===== src/rtl/uart_pkg.sv =====
// Shared UART definitions: FSM state encoding and frame geometry constants,
// common to the transmitter and the 16x-oversampled receiver.
package uart_pkg;

    typedef enum logic [2:0] {
        IDLE   = 3'd0,
        START  = 3'd1,
        DATA   = 3'd2,
        PARITY = 3'd3,
        STOP   = 3'd4
    } uart_state_t;

    localparam int OVERSAMPLE_DEFAULT  = 16;
    localparam int WIDTH_DEFAULT       = 8;
    localparam int START_BITS          = 1;
    localparam int PARITY_BITS         = 1;
    localparam int STOP_BITS           = 1;
    localparam int FRAME_OVERHEAD_BITS = START_BITS + PARITY_BITS + STOP_BITS;

    // Clock cycles occupied by one complete frame on the line.
    function automatic int frame_cycles(input int width, input int oversample);
        return (width + FRAME_OVERHEAD_BITS) * oversample;
    endfunction

endpackage


===== src/rtl/uart_tx.sv =====
// UART transmitter: start, WIDTH data bits LSB first, parity, stop; each bit
// held OVERSAMPLE clocks. A one-entry hold register allows gapless frames.
module uart_tx
    import uart_pkg::*;
#(
    parameter int WIDTH      = WIDTH_DEFAULT,
    parameter int OVERSAMPLE = OVERSAMPLE_DEFAULT,
    parameter bit PARITY_ODD = 1'b0
) (
    input  logic             clk,
    input  logic             rst,
    input  logic [WIDTH-1:0] Tx_Data,
    input  logic             valid_tx,
    output logic             ready_tx,
    output logic             TxD,
    output logic             busy_tx,
    output logic             done_tx
);

    localparam int SCW = (OVERSAMPLE > 1) ? $clog2(OVERSAMPLE) : 1;
    localparam int BCW = (WIDTH > 1) ? $clog2(WIDTH) : 1;
    localparam logic [SCW-1:0] SAMPLE_LAST = SCW'(OVERSAMPLE - 1);
    localparam logic [BCW-1:0] BIT_LAST    = BCW'(WIDTH - 1);

    uart_state_t      state, state_n;
    logic [SCW-1:0]   sample_cnt, sample_cnt_n;
    logic [BCW-1:0]   bit_cnt, bit_cnt_n;
    logic [BCW-1:0]   bit_next;
    logic [WIDTH-1:0] shift, shift_n;
    logic [WIDTH-1:0] hold, hold_n;
    logic             hold_full, hold_full_n;
    logic             parity_acc, parity_n;
    logic             txd_n;
    logic             done_n;
    logic             sample_last;
    logic             accept;

    assign ready_tx    = ~hold_full;
    assign busy_tx     = (state != IDLE);
    assign accept      = valid_tx & ready_tx;
    assign sample_last = (sample_cnt == SAMPLE_LAST);
    assign bit_next    = bit_cnt + 1'b1;

    always_comb begin
        state_n      = state;
        sample_cnt_n = sample_cnt;
        bit_cnt_n    = bit_cnt;
        shift_n      = shift;
        hold_n       = hold;
        hold_full_n  = hold_full;
        parity_n     = parity_acc;
        txd_n        = TxD;
        done_n       = 1'b0;

        if (state != IDLE) begin
            sample_cnt_n = sample_last ? '0 : sample_cnt + 1'b1;
            // A byte offered mid-frame parks in hold until the current stop bit ends.
            if (accept) begin
                hold_n      = Tx_Data;
                hold_full_n = 1'b1;
            end
        end

        case (state)
            IDLE: begin
                txd_n        = 1'b1;
                sample_cnt_n = '0;
                bit_cnt_n    = '0;
                if (accept) begin
                    shift_n  = Tx_Data;
                    parity_n = 1'b0;
                    state_n  = START;
                    txd_n    = 1'b0;
                end else if (hold_full) begin
                    shift_n     = hold;
                    hold_full_n = 1'b0;
                    parity_n    = 1'b0;
                    state_n     = START;
                    txd_n       = 1'b0;
                end
            end

            START: begin
                txd_n = 1'b0;
                if (sample_last) begin
                    state_n   = DATA;
                    bit_cnt_n = '0;
                    txd_n     = shift[0];
                    parity_n  = parity_acc ^ shift[0];
                end
            end

            DATA: begin
                if (sample_last) begin
                    if (bit_cnt == BIT_LAST) begin
                        state_n = PARITY;
                        txd_n   = parity_acc ^ PARITY_ODD;
                    end else begin
                        bit_cnt_n = bit_next;
                        txd_n     = shift[bit_next];
                        parity_n  = parity_acc ^ shift[bit_next];
                    end
                end
            end

            PARITY: begin
                if (sample_last) begin
                    state_n = STOP;
                    txd_n   = 1'b1;
                end
            end

            STOP: begin
                txd_n = 1'b1;
                if (sample_last) begin
                    done_n = 1'b1;
                    // Drain hold straight into the next start bit: no idle cycle.
                    if (hold_full) begin
                        shift_n     = hold;
                        hold_full_n = 1'b0;
                        parity_n    = 1'b0;
                        state_n     = START;
                        txd_n       = 1'b0;
                    end else begin
                        state_n = IDLE;
                    end
                end
            end

            default: begin
                state_n      = IDLE;
                txd_n        = 1'b1;
                sample_cnt_n = '0;
                bit_cnt_n    = '0;
            end
        endcase
    end

    always_ff @(posedge clk) begin
        if (rst) begin
            state      <= IDLE;
            sample_cnt <= '0;
            bit_cnt    <= '0;
            hold_full  <= 1'b0;
            parity_acc <= 1'b0;
            TxD        <= 1'b1;
            done_tx    <= 1'b0;
        end else begin
            state      <= state_n;
            sample_cnt <= sample_cnt_n;
            bit_cnt    <= bit_cnt_n;
            hold_full  <= hold_full_n;
            parity_acc <= parity_n;
            TxD        <= txd_n;
            done_tx    <= done_n;
        end
    end

    // Payload registers carry no reset; hold_full and state qualify them.
    always_ff @(posedge clk) begin
        shift <= shift_n;
        hold  <= hold_n;
    end

endmodule


===== config.mk =====
export PLATFORM = sky130hd
export DESIGN_NAME = uart_tx
export DESIGN_NICKNAME = d
export VERILOG_FILES = /design/src/rtl/uart_pkg.sv /design/src/rtl/uart_tx.sv
export SDC_FILE = /design/constraint.sdc
export NUM_CORES = 1
export LEC_CHECK = 0
export ABC_CLOCK_PERIOD_IN_PS = 2900
export CAP_MARGIN = 20
export CORE_MARGIN = 2
export CORE_UTILIZATION = 28
export DETAILED_ROUTE_END_ITERATION = 7
export MAX_ROUTING_LAYER = met4
export SLEW_MARGIN = 0
export SYNTH_ARGS = -nofsm -noshare
export SYNTH_HDL_FRONTEND = slang
export SYNTH_SLANG_ARGS = --single-unit

===== constraint.sdc =====
create_clock -name clk -period 2.9 [get_ports clk]
set_clock_uncertainty 0.05 [all_clocks]
set_input_delay 0.87 -clock clk [delete_from_list [all_inputs] [get_ports clk]]
set_output_delay 0.87 -clock clk [all_outputs]
set_load 0.1 [all_outputs]

==> results.md, run 1 <==
- Worst endpoint required time: 1.98 ns
- Seq pwr share: 44.4%
- Horiz. Die Dim: 77.5 µm
- WHS Path Cells: 1
- Relative slew margins: 68.8%
- Inserted Clock Buffers: 5
- Power Total: 0.00111 W
- Pint: 0.000865 W
- Hold slack: 0.434 ns
- Period utilization: 85.0%
- Drt via density: 4.82
- Worst-Skew Late Latency: 0.28 ns
- Starting DRT DRC Count: 46
- Initial Util: 29.2%
- Final nets: 176
- RSZ-0062 raised after global routing: false
- Maximum VDD drop: 0.257 mV
- Synth Cell Area: 1510 µm²
- Final setup vio count: 0
- Fin. max-slew vios: 0
- Worst setup startpoint: state[2]$_SDFFE_PP0P_
- Die footprint: 6010 µm²
- Cells after synthesis: 144
- Mean Syn Cell Area: 10.5 µm²
- CTS H-tree depth: 2
- Power per Cell Area: 595 nW/µm²
- Largest net degree at the start of global routing: 19
- Endpoint type of the worst setup path: output pin
- Worst-Margin Slew: 0.463 ns
- GP Congestion: 0.808
- HP Start: bit_cnt[1]$_SDFFE_PP0P_
- Die height: 77.5 µm
- Remaining Overflow, GRT: 0
- Initial antenna violation count: 0
- Clock Pin Slew Worst Setup and Hold Paths: 0.07 ns
- Switching Fraction: 22.0%
- Cell Chain, Critical Path: inv_1 > nand2_1 > buf_12
- Status: finished, final reports clean
- Num rows: 26
- Main synth FF type: edfxtp_1
- Max Root-Sink Buffers: 2
- CTS tree: yes
- Setup Fix Bufs, Post-CTS: 0
- Final hold vios: 0
- Detailed-placement wirelength estimate: 2110 µm
- Final setup TNS: 0 ns
- Switch Pwr: 0.000245 W
- Library cells used by synthesis: 40
- Comb pwr share: 10.1%
- Via count: 1123
- Syn_nets: 158
- Clock Root Buffer: clkbuf_8
- GRT Util Overall: 11.1%
- DR pass1 iterations: 4
- Worst setup SP type: flop
- Worst path slowest cell: dfxtp_1
- RR Startpoint: bit_cnt[0]$_SDFFE_PP0P_
- Hold Path Class: flop to flop
- CTS sink cnt: 30
- PostCTS Resize Cnt: 0
- Fraction of layout instances using a drive strength above 1: 12.3%
- Buffers added on ports: 14
- Asr flop ratio synth: 0%
- Antenna Cells: 0
- IO Pins: 15
- YS warnings: 0
- Sequential area share after synthesis: 50.3%
- Max FO, Critical Path: 14
- Max Freq: 406 MHz
- Data arrival, critical path: 1.54 ns
- Core Footprint: 5170 µm²
- Crit Path Class: flop to output pin
- Syn-to-layout area delta: 23.2%
- Seq cells post-synth: 30
- Drt wl/cell: 12.8 µm
- Slowest stage delay, CP: 0.61 ns
- Vias in the first global route: 1042
- DRC errors left: 0
- Clock network fraction of total power: 45.5%
- Minimum clock period after layout: 2.46 ns
- Max Cap Viol: 0
- Path depth of the worst reg2reg path: 7
- Routed WL: 2980 µm
- Cts hold-fix bufs: 0
- Lkg Pwr: 0.688 nW
- Post-synth EDFFs: 16
- Antenna viol nets, final: 0
- First-pass GRT wire length: 4980 µm
[worst paths after layout]
path	slack [ns]	end
max	0.44	busy_tx
min	0.43	bit_cnt[1]$_SDFFE_PP0P_
max reg2reg	0.92	parity_acc$_SDFFE_PP0P_
min reg2reg	0.43	bit_cnt[1]$_SDFFE_PP0P_
[placed cells by master (no fill, tap or decap), types with 6 or more instances in the layout]
| cell type | synthesis | final |
|---|---|---|
| nor2_1 | 9 | 9 |
| clkdlybuf4s50_1 | 0 | 10 |
| inv_1 | 6 | 6 |
| nor3_1 | 7 | 7 |
| buf_4 | 2 | 7 |
| a21oi_1 | 7 | 7 |
| dfxtp_1 | 14 | 14 |
| nand2_1 | 16 | 16 |
| mux2i_1 | 11 | 11 |
| edfxtp_1 | 16 | 16 |
| o21ai_0 | 14 | 14 |
[stage by stage]
stage,instances,utilization [%],instance area (µm²),setup WS (ns)
finish,233,36.0,1860,0.436
floorplan,144,-,1510,0.799
detailed placement,225,33.5,1730,0.485
global route,233,36.0,1860,0.287
CTS,233,36.0,1860,0.453
global placement,225,33.5,1730,0.513
[cell type report]
| type | instances | area [µm²] |
|---|---|---|
| timing repair buffer | 18 | 173 |
| sequential | 30 | 761 |
| inverter | 6 | 22.5 |
| clock buffer | 5 | 68.8 |
| tap | 70 | 87.6 |
| multi-input combinational | 101 | 687 |
| clock inverter | 3 | 63.8 |
| fill | 521 | 3310 |
[Yosys cell counts (all sizes together), types with 2 or more instances]
master   number  area, µm²
o22ai         2       12.5
a22o          2       17.5
buf           4       31.3
edfxtp       16        480
nor3          7       35.0
a21oi         7       35.0
nand2        17       66.3
dfxtp        14        280
nand2b        2       15.0
mux4          2       52.6
nor2         10       45.0
inv           6       22.5
or3           3       18.8
and3          3       18.8
ha            3       37.5
o2111ai       2       17.5
o21ai        14       70.1
nand3         2       15.0
clkbuf        3       11.3
mux2i        11        110
[flip-flops by register name (all words and copies together) (netlist names)]
register	cells
hold	8
sample_cnt	4
bit_cnt	3
shift	8
done_tx	1
state	3
parity_acc	1
hold_full	1
TxD	1
[routing by layer]
layer | vias up | GRT usage, % | wire [µm] | share of wire, %
met5 | - | - | 0 | 0
met4 | 0 | 4.82 | 61 | 2.1
met3 | 6 | 3.49 | 155 | 5.2
met2 | 31 | 15.7 | 1320 | 44
met1 | 515 | 14.6 | 1440 | 48
li1 | 571 | - | - | -
[cell families after synthesis]
family | after synthesis | share of synthesized area, %
and+or+nand+nor | 45 | 14.6
AOI/OAI and AO/OA | 36 | 15.1
DFF | 30 | 50.3
muxes | 14 | 11.5
buffers and inverters | 13 | 4.30
adders and majority gates | 4 | 3.14
xor gates and xnor gates | 2 | 1.16
[critical path, delay by kind of cell (launching register included)]
kind                   cells  cell delay [ns]
and+or+nand+nor            1             0.22
DFF                        1             0.61
buffers and inverters      2             0.42
[power by group through the flow]
stage | clock network [W] | registers [W] | logic (W)
2_1_floorplan | 0 | 0.000502 | 0.0000713
3_3_place_gp | 0 | 0.000501 | 0.000112
3_5_place_dp | 0 | 0.000502 | 0.000113
4_1_cts | 0.000511 | 0.000492 | 0.000113
5_1_grt | 0.000537 | 0.000495 | 0.000123
6_report | 0.000505 | 0.000492 | 0.000112
Note: power is estimated with default switching activity, not from simulation.
==> run 2: changes to the inputs <==
- ABC_CLOCK_PERIOD_IN_PS: 2900 -> 2170
- clock period: 2.9 -> 2.17 ns (I/O delays scaled with it)
==> run 2 against run 1 <==
  * Clock power is 32% higher
  * Clock-buffer cell count did not move
  * Sequential share of layout area fell by 1.7 points
  * Hold slack lost 0.0012 ns
  * Register-to-register slack got worse by 0.71 ns
  * Utilization rose by 1.5 points
  * First-iteration DRC count unchanged
  * Sequential cell count unchanged
  * Die area did not move
  * Sequential power increased by 34%
  * Wire length down 0.57%
  * Critical path type unchanged
  * Critical endpoint unchanged
  * Highest routed layer unchanged
==> results.md, run 2 (synthesized netlist as in run 1, its figures left out) <==
- CTS tree: yes
- Max FO, Critical Path: 10
- Horiz. Die Dim: 77.5 µm
- Vias in the first global route: 1014
- Remaining Overflow, GRT: 0
- Minimum clock period after layout: 2.01 ns
- Setup Fix Bufs, Post-CTS: 0
- Syn-to-layout area delta: 28.5%
- Initial Util: 29.2%
- Die footprint: 6010 µm²
- Lkg Pwr: 0.725 nW
- Final nets: 180
- Fin. max-slew vios: 0
- Num rows: 26
- Final setup TNS: 0 ns
- RSZ-0062 raised after global routing: false
- Largest net degree at the start of global routing: 19
- Drt wl/cell: 12.5 µm
- Worst setup SP type: flop
- Period utilization: 92.7%
- Cts hold-fix bufs: 0
- Path depth of the worst reg2reg path: 7
- Final setup vio count: 0
- Reg2Reg Setup Slack: 0.21 ns
- HP Start: bit_cnt[2]$_SDFFE_PP0P_
- Data arrival, critical path: 1.31 ns
- Antenna Cells: 0
- Fill cell count: 513
- GRT Util Overall: 11.2%
- Commonest cells after routing, fill and taps aside: nand2_1, edfxtp_1, dfxtp_1, o21ai_0, mux2i_1
- Relative slew margins: 66.5%
- Maximum VDD drop: 0.325 mV
- Worst-Skew Late Latency: 0.28 ns
- Via count: 1141
- CTS H-tree depth: 2
- GP Congestion: 0.834
- Area of the multi-input gates: 687 µm²
- Die height: 77.5 µm
- Fin util: 37.6%
- Storage cell area: 761 µm²
- Power per Cell Area: 764 nW/µm²
- Worst-Margin Slew: 0.497 ns
- Max Root-Sink Buffers: 2
- IO Pins: 15
- Detailed-placement wirelength estimate: 2160 µm
- Hold Path Class: flop to flop
- DR pass1 iterations: 4
- Setup WS post-layout: 0.158 ns
- Routed WL: 2960 µm
- DRC errors left: 0
- Antenna viol nets, final: 0
- Regs by FF count: hold (8), shift (8), sample_cnt (4)
- Fin area: 1940 µm²
- Core Footprint: 5170 µm²
- Initial antenna violation count: 0
- Hold Path End: bit_cnt[2]$_SDFFE_PP0P_
- Inserted Clock Buffers: 5
- Worst endpoint required time: 1.47 ns
- Pre-CTS WS: 0.0222 ns
- Worst path slowest cell: dfxtp_1
- RR Startpoint: bit_cnt[0]$_SDFFE_PP0P_
- Buffers added on ports: 14
- Crit Path Class: flop to output pin
- PostCTS Resize Cnt: 0
- Slowest stage delay, CP: 0.53 ns
- Fraction of layout instances using a drive strength above 1: 14.4%
- Status: finished, final reports clean
- Final hold vios: 0
- First-pass GRT wire length: 4900 µm
- WHS Path Cells: 1
- CTS sink cnt: 30
- Cell Chain, Critical Path: nor2_4 > nand2_1 > buf_12
- RR Endpoint: parity_acc$_SDFFE_PP0P_
- Clock Root Buffer: clkbuf_8
- Starting DRT DRC Count: 46
- Endpoint type of the worst setup path: output pin
- Placement Cell Area: 1810 µm²
- Max Cap Viol: 0
- Drt via density: 4.81
- Worst setup startpoint: state[0]$_SDFFE_PP0P_
- Max Freq: 497 MHz
- Clock Pin Slew Worst Setup and Hold Paths: 0.06 ns
run 2: how the worst max path moves through the flow:
stage / to
final: busy_tx
after global routing: busy_tx
after CTS: busy_tx
after detailed placement: parity_acc$_SDFFE_PP0P_
after global placement: parity_acc$_SDFFE_PP0P_
after floorplan: parity_acc$_SDFFE_PP0P_
run 2: cell type report:
cell class | instances | area share, %
sequential | 30 | 39.2
multi-input combinational | 101 | 35.4
timing repair buffer | 22 | 13.0
tap | 70 | 4.51
clock buffer | 5 | 3.54
clock inverter | 3 | 3.28
inverter | 6 | 1.16
run 2: power by group:
group          internal [W]  switching, W  total (W)  leakage [nW]
clock network      0.000454      0.000211   0.000665        0.0658
logic             0.0000748     0.0000872   0.000162         0.391
registers          0.000638     0.0000207   0.000658         0.269
total               0.00117      0.000319    0.00148         0.725
run 2: worst max-delay path, delay by kind of cell, from the launching register on:
kind / cells / cell delay (ns)
AND/OR/NAND/NOR: 2 / 0.30
flip-flops: 1 / 0.53
buffers and inverters: 1 / 0.20
run 2: stage by stage:
| stage | hold WS [ns] | instances | total power, W |
|---|---|---|---|
| after floorplan | 0.396 | 144 | 0.000766 |
| after global placement | 0.416 | 229 | 0.000833 |
| after detailed placement | 0.419 | 229 | 0.000834 |
| after CTS | 0.438 | 237 | 0.00151 |
| after global routing | 0.461 | 237 | 0.00155 |
| final | 0.433 | 237 | 0.00148 |
run 2: layer usage:
| metal | GRT usage, % | vias up | wire (µm) |
|---|---|---|---|
| met2 | 15.6 | 23 | 1310 |
| li1 | - | 582 | - |
| met4 | 5.89 | 0 | 73 |
| met5 | - | - | 0 |
| met1 | 14.2 | 530 | 1450 |
| met3 | 3.95 | 6 | 124 |
==> RTL edit (config.mk and constraints of run 2) <==
Set the package constant `OVERSAMPLE_DEFAULT` to 32 (it was 16).
--- a/src/rtl/uart_pkg.sv
+++ b/src/rtl/uart_pkg.sv
@@ -12,3 +12,3 @@
 
-    localparam int OVERSAMPLE_DEFAULT  = 16;
+    localparam int OVERSAMPLE_DEFAULT  = 32;
     localparam int WIDTH_DEFAULT       = 8;
Function: same outputs for any inputs over 10 cycles, from zero or initial values and one cycle with rst high; that may be too few to reach the edited logic, so the function may still have changed.
==> RTL edit against run 2 <==
Wire length rose by 12%. Via count is 7.6% higher. Power shrank 13%. Combinational power is 14% higher. Global-route usage increased by 0.76 points. Worst hold slack got worse by 0.017 ns. Clock power shrank 35%. Critical path depth fell by 1. Fmax increased by 0.84%. Worst setup slack improved by 0.017 ns. Area after synthesis up 6.7%. Count of clock-buffer cells in the layout is the same. Final area grew 3.7%. Sequential cell count increased by 1. Largest cell class unchanged.
==> RTL edit: results (changes against run 2) <==
clock root cell=clkbuf_8; Area Overhead vs Synth=24.88%; Avg Inst Size Synth=10.03 um^2 (-4.6%); Clock Path Buffers=2 (unchanged); TNS Setup=0 ns (unchanged); Highest Signal Layer=met4; largest net degree at the start of global routing=21 (+2); Final nets=199 (+11%); synthesized net count=177 (+12%); Regs by FF count=hold x8, shift x8, sample_cnt x5; M2 GR Usage=0.1842 (+0.02851); CP top delay family=simple AND/OR/NAND/NOR gates; Max Freq=501.2 MHz (+0.84%); Avg WL per Cell=12.96 um (+3.9%); setup slack at placement=0.03594 ns (+0.01369 ns); RePlAce Congestion=0.8023 (-3.8%); crit path max fanout=7 (-3); met3 Use GR=0.02941 (-0.01012); NetSw=332.1 uW (+4.3%); CP peak stage delay=0.45 ns (-0.08 ns); Placed Cells=248 (+8.3%); Flop pwr share=0.525 (+0.082); metal2 WL=1.511 mm (+15%); routed via count=1,228 (+7.6%); R2R setup slack=0.19 ns (-0.02 ns); slowest CP cell=or3_1; hold_ws=0.4156 ns (-0.01717 ns); HPWL after DPL=2.443 mm (+13%); Met3 Wirelength=119 um (-4.0%); worst slew pin tran=0.3861 ns (-0.1108 ns); clk_lat worst skew=0.28 ns (about the same); Max IR drop VDD=0.3739 mV (+15%); H-tree Lvls=2 (unchanged); fillers=570 (+11%); initial antenna violation count=0 (unchanged); global-route wire length before repair=5.713 mm (+17%); Met1 Routed Length=1.642 mm (+13%); share of layout cells above drive strength 1=0.1685 (+0.02477); Clock power frac=0.333 (-0.115); ANT cells=0 (unchanged); top cell types by occurrence after synthesis=17 x nand2_1, 16 x edfxtp_1, 15 x dfxtp_1, 13 x o21ai_0, 12 x nor2_1; min-delay worst type=flop to flop; Synth cell types=43 (+7.5%); static leakage=0.7661 nW (+5.6%); P_clk=431 uW (-35%); via density per instance=4.797 (-0.36%); placed inst area=0.001927 mm^2 (+6.4%); met1 Use GR=0.1536 (+0.01119); GRT Overall Usage=0.1196 (+0.007624); Arr. time, crit path=1.29 ns (-0.02 ns); First DRT Iteration DRCs=33 (-28%); top post-synthesis cells by area=edfxtp_1 30%, dfxtp_1 19%, mux2i_1 6.8%; Seq/Total Area, Yosys=0.4837 (-0.01917); CTS Buf Count=5 (unchanged); Pre-antenna DRT Iters=4 (unchanged); status=finished, final reports clean
RTL edit: cell families after synthesis:
kind of cell	count (synthesis)	share of synthesized area
compound gates	35	0.1481
xor+xnor	4	0.02171
fa+ha+maj	6	0.04496
buf+inv	15	0.04186
flops	31	0.4837
mux	13	0.08450
simple gates	57	0.1752
RTL edit: worst paths after layout:
check / from / end / cells after the start
hold / removal: bit_cnt[2] / bit_cnt[2] / 2
setup / recovery: state[0] / busy_tx / 2
setup reg to reg: sample_cnt[0] / TxD / 9
hold reg to reg: bit_cnt[2] / bit_cnt[2] / 2
RTL edit: final cells by class:
class / instances / area share
sequential: 31 / 0.3873
multi-input combinational: 115 / 0.3824
timing repair buffer: 24 / 0.1328
tap: 72 / 0.04469
clock buffer: 5 / 0.03414
inverter: 6 / 0.01117
clock inverter: 3 / 0.007449
RTL edit: repair_timing:
item	CTS	global route
gates resized for setup	0	2
hold buffers	0	0
setup endpoints to repair	0	2
